## src/rtl/alu_result_stage_if.sv

```systemverilog
// Handshake and payload bundle between the ALU, the result stage and writeback.
//   master : producer/consumer side (ALU drives the input half, writeback drives out_ready_i)
//   slave  : the result stage itself
interface alu_result_stage_if #(
    parameter int unsigned bits          = 32,
    parameter int unsigned reg_addr_bits = 4
);
    // ALU -> stage
    logic                     in_valid_i;
    logic                     in_ready_o;
    logic [bits-1:0]          result_i;
    logic                     flag_c_i;
    logic                     flag_n_i;
    logic                     flag_v_i;
    logic                     flag_z_i;
    logic                     set_flags_i;
    logic [reg_addr_bits-1:0] rd_i;
    logic                     we_i;
    // stage -> writeback
    logic                     out_valid_o;
    logic                     out_ready_i;
    logic [bits-1:0]          out_result_o;
    logic [reg_addr_bits-1:0] out_rd_o;
    logic                     out_we_o;

    modport master (
        output in_valid_i, result_i, flag_c_i, flag_n_i, flag_v_i, flag_z_i,
               set_flags_i, rd_i, we_i, out_ready_i,
        input  in_ready_o, out_valid_o, out_result_o, out_rd_o, out_we_o
    );

    modport slave (
        input  in_valid_i, result_i, flag_c_i, flag_n_i, flag_v_i, flag_z_i,
               set_flags_i, rd_i, we_i, out_ready_i,
        output in_ready_o, out_valid_o, out_result_o, out_rd_o, out_we_o
    );
endinterface

```

## src/rtl/alu_result_stage.sv

```systemverilog
// ALU result stage: 2-entry valid/ready skid buffer (main = head, skid = overflow)
// carrying the ALU result, NZCV flags and destination info toward writeback.
// The architectural NZCV register is committed only when a flag-setting entry
// leaves the stage, so flushed entries never disturb the flags.
// Ports:
//   clk_i, rst_ni : rising-edge clock, asynchronous active-low reset
//   flush_i       : drop every entry that does not hand off this cycle
//   bus           : ALU input handshake + writeback output handshake
//   flags_o       : architectural {N,Z,C,V}
module alu_result_stage #(
    parameter int unsigned bits          = 32,
    parameter int unsigned reg_addr_bits = 4
) (
    input  logic                  clk_i,
    input  logic                  rst_ni,
    input  logic                  flush_i,
    alu_result_stage_if.slave     bus,
    output logic [3:0]            flags_o
);

    typedef struct packed {
        logic [bits-1:0]          result;
        logic                     n;
        logic                     z;
        logic                     c;
        logic                     v;
        logic                     set_flags;
        logic [reg_addr_bits-1:0] rd;
        logic                     we;
    } entry_t;

    typedef enum logic [1:0] {
        EMPTY = 2'd0,
        ONE   = 2'd1,
        FULL  = 2'd2
    } state_t;

    state_t state_q;
    entry_t main_q;
    entry_t skid_q;
    entry_t in_entry;
    logic   main_valid;
    logic   skid_valid;
    logic   in_fire;
    logic   out_fire;

    // Occupancy decoded from the state register
    assign main_valid = (state_q != EMPTY);
    assign skid_valid = (state_q == FULL);

    // Flush blocks acceptance combinationally so nothing slips in behind a redirect
    assign bus.in_ready_o = !skid_valid && !flush_i;
    assign in_fire        = bus.in_valid_i && bus.in_ready_o;
    assign out_fire       = main_valid && bus.out_ready_i;

    assign in_entry = '{
        result:    bus.result_i,
        n:         bus.flag_n_i,
        z:         bus.flag_z_i,
        c:         bus.flag_c_i,
        v:         bus.flag_v_i,
        set_flags: bus.set_flags_i,
        rd:        bus.rd_i,
        we:        bus.we_i
    };

    // Head entry drives the writeback side directly from registers
    assign bus.out_valid_o  = main_valid;
    assign bus.out_result_o = main_q.result;
    assign bus.out_rd_o     = main_q.rd;
    assign bus.out_we_o     = main_q.we;

    // Buffer occupancy, entry movement and flag commit
    always_ff @(posedge clk_i or negedge rst_ni) begin
        if (!rst_ni) begin
            state_q <= EMPTY;
            main_q  <= '0;
            skid_q  <= '0;
            flags_o <= 4'b0000;
        end else begin
            // A head leaving the stage commits its flags even during a flush
            if (out_fire && main_q.set_flags) begin
                flags_o <= {main_q.n, main_q.z, main_q.c, main_q.v};
            end

            if (flush_i) begin
                state_q <= EMPTY;
            end else begin
                unique case (state_q)
                    EMPTY: begin
                        if (in_fire) begin
                            main_q  <= in_entry;
                            state_q <= ONE;
                        end
                    end
                    ONE: begin
                        if (in_fire && out_fire) begin
                            main_q  <= in_entry;
                        end else if (in_fire) begin
                            skid_q  <= in_entry;
                            state_q <= FULL;
                        end else if (out_fire) begin
                            state_q <= EMPTY;
                        end
                    end
                    FULL: begin
                        if (out_fire) begin
                            main_q  <= skid_q;
                            state_q <= ONE;
                        end
                    end
                    default: state_q <= EMPTY;
                endcase
            end
        end
    end

endmodule

```

## src/flat_wrapper.sv

```systemverilog
// flat-port wrapper written by rule: the top's interface ports become plain ports
module alu_result_stage_flat 
#(
    parameter int unsigned bits          = 32,
    parameter int unsigned reg_addr_bits = 4
)
  (clk_i, rst_ni, flush_i, flags_o, bus_in_valid_i, bus_result_i, bus_flag_c_i, bus_flag_n_i, bus_flag_v_i, bus_flag_z_i, bus_set_flags_i, bus_rd_i, bus_we_i, bus_out_ready_i, bus_in_ready_o, bus_out_valid_o, bus_out_result_o, bus_out_rd_o, bus_out_we_o);
  alu_result_stage_if #(.bits(bits), .reg_addr_bits(reg_addr_bits)) bus_i ();
  input  logic clk_i;
  input  logic rst_ni;
  input  logic flush_i;
  output logic [3:0] flags_o;
  input wire logic [$bits(bus_i.in_valid_i)-1:0] bus_in_valid_i;
  input wire logic [$bits(bus_i.result_i)-1:0] bus_result_i;
  input wire logic [$bits(bus_i.flag_c_i)-1:0] bus_flag_c_i;
  input wire logic [$bits(bus_i.flag_n_i)-1:0] bus_flag_n_i;
  input wire logic [$bits(bus_i.flag_v_i)-1:0] bus_flag_v_i;
  input wire logic [$bits(bus_i.flag_z_i)-1:0] bus_flag_z_i;
  input wire logic [$bits(bus_i.set_flags_i)-1:0] bus_set_flags_i;
  input wire logic [$bits(bus_i.rd_i)-1:0] bus_rd_i;
  input wire logic [$bits(bus_i.we_i)-1:0] bus_we_i;
  input wire logic [$bits(bus_i.out_ready_i)-1:0] bus_out_ready_i;
  output wire logic [$bits(bus_i.in_ready_o)-1:0] bus_in_ready_o;
  output wire logic [$bits(bus_i.out_valid_o)-1:0] bus_out_valid_o;
  output wire logic [$bits(bus_i.out_result_o)-1:0] bus_out_result_o;
  output wire logic [$bits(bus_i.out_rd_o)-1:0] bus_out_rd_o;
  output wire logic [$bits(bus_i.out_we_o)-1:0] bus_out_we_o;
  assign bus_i.in_valid_i = bus_in_valid_i;
  assign bus_i.result_i = bus_result_i;
  assign bus_i.flag_c_i = bus_flag_c_i;
  assign bus_i.flag_n_i = bus_flag_n_i;
  assign bus_i.flag_v_i = bus_flag_v_i;
  assign bus_i.flag_z_i = bus_flag_z_i;
  assign bus_i.set_flags_i = bus_set_flags_i;
  assign bus_i.rd_i = bus_rd_i;
  assign bus_i.we_i = bus_we_i;
  assign bus_i.out_ready_i = bus_out_ready_i;
  assign bus_in_ready_o = bus_i.in_ready_o;
  assign bus_out_valid_o = bus_i.out_valid_o;
  assign bus_out_result_o = bus_i.out_result_o;
  assign bus_out_rd_o = bus_i.out_rd_o;
  assign bus_out_we_o = bus_i.out_we_o;
  alu_result_stage #(.bits(bits), .reg_addr_bits(reg_addr_bits)) u_core (.clk_i(clk_i), .rst_ni(rst_ni), .flush_i(flush_i), .bus(bus_i), .flags_o(flags_o));
endmodule
```

## config.mk

```make
export PLATFORM = sky130hd
export DESIGN_NAME = alu_result_stage_flat
export DESIGN_NICKNAME = d
export VERILOG_FILES = /design/src/rtl/alu_result_stage_if.sv /design/src/rtl/alu_result_stage.sv /design/src/flat_wrapper.sv
export SDC_FILE = /design/constraint.sdc
export NUM_CORES = 1
export LEC_CHECK = 0
export ABC_AREA = 1
export CORE_ASPECT_RATIO = 1.5
export CORE_MARGIN = 10
export CORE_UTILIZATION = 45
export DETAILED_ROUTE_END_ITERATION = 7
export GPL_ROUTABILITY_DRIVEN = 1
export GPL_TIMING_DRIVEN = 0
export PLACE_DENSITY = 0.74
export SYNTH_ARGS = -nofsm -noshare
export SYNTH_HDL_FRONTEND = slang
export SYNTH_SLANG_ARGS = --single-unit
```

## constraint.sdc

```tcl
create_clock -name clk_i -period 1.6 [get_ports clk_i]
set_clock_uncertainty 0.1 [all_clocks]
set_input_delay 0.32 -clock clk_i [delete_from_list [all_inputs] [get_ports clk_i]]
set_output_delay 0.32 -clock clk_i [all_outputs]
set_load 0.02 [all_outputs]
```

==> impl_results.md <==
- Outcome: finished with violations
- Failing checks: setup timing
- Starting density of the core: 0.461
- PD cells: between 1500 and 2000 nW/um2
- Post-DP HPWL: between 7000 and 8000 um
- Vias in the first global route: 3731
- First-pass GRT wire length: about 18000 um
- Synth Net Count: around 590
- Sequential cell area: between 2000 and 2500 um2
- Die ar.: 13900 um2
- Clock Tree Root: clkbuf_16
- Gate power share: 0.381
- Cell taking the most area after synthesis: dfrtp_1
- Mapped Area: roughly 4300 um2
- Post-DP Area: ~5400 um2
- CTS tree: built
- Routability cong.: 0.811
- Drt pass-1 iters: 5
- # H-tree levels: 3
- Share of the synthesized area in the top cell type: 0.524
- Chip Width: 99.8 um
- Switching Share: 0.340
- Worst-path fanout max: 4
- DR WL/cell: 14.3 um
- Post-Synthesis Cells: 540
- Data arrival, critical path: 1250 ps
- Clock network power share: 0.249
- Reg clk slew, reported paths: 60 ps
- Hold Fails Final Rpt: 0
- Synthesis-stage register bit count: 90
- Vias per cell: 4.91
- Final ANT Viol Nets: 0
- Post-placement cell count: 742
- Final worst slack: -68.7 ps
- Insertion delay to the later sink of the worst-skew pair: ~340 ps
- Diodes inserted: 0
- Peak supply drop: ~1.1 mV
- Area of the multi-input gates: 1510 um2
- Overflow left after global routing: 0
- Total power: approximately 10 mW
- Max Slew Vio Count: 0
- Fin area: approximately 5900 um2
- Share of cells above drive strength 1: 0.177
- Data required time of the critical path: 1180 ps
- Startpoint Class: flop
- Worst reg2reg path depth: 7
- Final nets: 693
- Most common cell after layout, fill and taps aside: nand2_1
- Most frequent cells in the layout: 153 x nand2_1, 90 x dfrtp_1, 53 x o21ai_0
- Fin crit period: 1670 ps
- Layout area overhead: 36.8%
- Site Rows: 43
- CP Class: flop to output port
- Iter 0 DRT Violations: 148
- Critical path endpoint category: output port
- Clock buffer depth: 2
- Util after Layout: 0.631
- Total number of vias: 3747
- Internal: between 6 and 7 mW
- Switching power total: around 3.5 mW
- Initial antenna violation count: 0
- Synth top area cells: dfrtp_1 52%, nand2_1 14%, buf_4 6.5%, o21ai_0 6.3%, nand3_1 5.2%
- I/O Buffers: between 80 and 90
- Overall Global Routing Usage: 0.156
- Peak Freq: 599 MHz
- Drt drc: 0
- Core area: 9310 um2
- RSZ-0062 raised after global routing: true
- Reg power frac: 0.370
- Pin count of the biggest net entering global routing: 71
- Ports: 90
- Critical Path Slowest Stage Cell: dfrtp_1
- Library cells used by synthesis: 16
- P_leak: 3.10 nW
- Final Cycle Share: 1.04
- Fill cells: between 700 and 800
- Crit path largest cell delay: 400 ps
- Total CTS buffers: 9
- Die Y: 140 um
- Slew @ Worst Pin: 401 ps
- HP Class: input port to async pin
- Worst-path cell chain: inv_2 > nand2_2 > buf_6 > nand2_4 > inv_2 > buf_6
- CTS sink cnt: 90
- Final setup violation count: 11
- Non-Filler Instances: between 700 and 800
- Post-synthesis sequential area ratio: 0.524
- Post-Route WL: 10900 um
- Max cap viols: 0
- Yosys synthesis warning count: 0
- Mapped Avg Cell Area: 7.95 um2
- Slew HR: 0.733
-- synth_stat cells --
cell        n
nand2_1   155
dfrtp_1    90
o21ai_0    54
inv_1      48
nand3_1    45
nor2_1     39
buf_4      37
a21oi_1    31
buf_2      20
clkbuf_1    9
nand2_2     4
o21ai_1     3
inv_2       2
a21oi_2     1
nand4_1     1
o21ai_2     1
-- worst paths after layout --
path / slack (ps) / from / end
max in group asynchronous: 430 / rst_ni / u_core.skid_q[5]
setup / recovery: -70 / u_core.state_q[0] / bus_in_ready_o
min in group clk_i: 370 / u_core.main_q[6] / u_core.main_q[6]
hold / removal: 320 / rst_ni / u_core.bus.out_result_o[28]
hold reg to reg: 370 / u_core.main_q[6] / u_core.main_q[6]
setup reg to reg: -10 / u_core.state_q[1] / u_core.main_q[9]
-- worst max-delay path: cells and delay by family, from the launching register on --
kind | cells | cell delay (ps)
flops | 1 | 400
buf+inv | 4 | 380
simple gates | 2 | 130
-- state kept, by name (all words and copies together) (netlist names) --
| name | cells |
|---|---|
| u_core.skid_q | 42 |
| u_core.flags_o | 4 |
| u_core.bus.out_we_o | 1 |
| u_core.bus.out_rd_o | 4 |
| u_core.state_q | 2 |
| u_core.bus.out_result_o | 32 |
| u_core.main_q | 5 |
-- power groups by stage --
stage	combinational (mW)	sequential, mW	clock, mW
floorplan	2.53	3.81	0
global placement	4.03	3.83	0
detailed placement	4.14	3.87	0
CTS	3.85	3.83	2.59
finish	3.95	3.84	2.59
global route	4.37	3.96	2.70
-- logic make-up (layout without fill, tap and decap cells) --
| logic type | after synthesis | in the layout | synth area share |
|---|---|---|---|
| flip-flops | 90 | 90 | 0.524 |
| AO/OA/AOI/OAI | 90 | 90 | 0.107 |
| buffers and inverters | 116 | 227 | 0.140 |
| AND/OR/NAND/NOR | 244 | 244 | 0.229 |
-- per-layer routing --
metal,vias to the layer above,GRT usage,routed length [um]
li1,1867,-,-
met1,1769,0.177,4290
met2,94,0.271,5940
met3,17,0.0282,494
met4,0,0.0772,215
met5,-,0,0
-- cell type report --
cell class | instances | area share
Buffer | 66 | 0.0814
Clock buffer | 9 | 0.0383
Clock inverter | 7 | 0.0241
Inverter | 50 | 0.0320
Multi-Input combinational cell | 334 | 0.258
Sequential cell | 90 | 0.383
Tap cell | 112 | 0.0239
Timing Repair Buffer | 95 | 0.159
-- metrics by stage --
| stage | setup TNS (ps) | worst slack [ps] | hold slack, ps |
|---|---|---|---|
| floorplan | 0 | 115 | -75.6 |
| global placement | -323200 | -3170 | 355 |
| detailed placement | -42190 | -560 | 131 |
| CTS | -426 | -198 | 320 |
| global route | -6640 | -148 | 340 |
| finish | -123 | -68.7 | 321 |
-- timing repair --
action / 4_1_cts / 5_1_grt
hold buffers: 1 / 0
pin swaps: 2 / 2
resized for setup: 72 / 71
endpoints found under the hold margin: 20 / 0
setup buffers: 2 / 2
endpoints found under the setup margin: 127 / 111
Power figures use the tool's default switching activity.
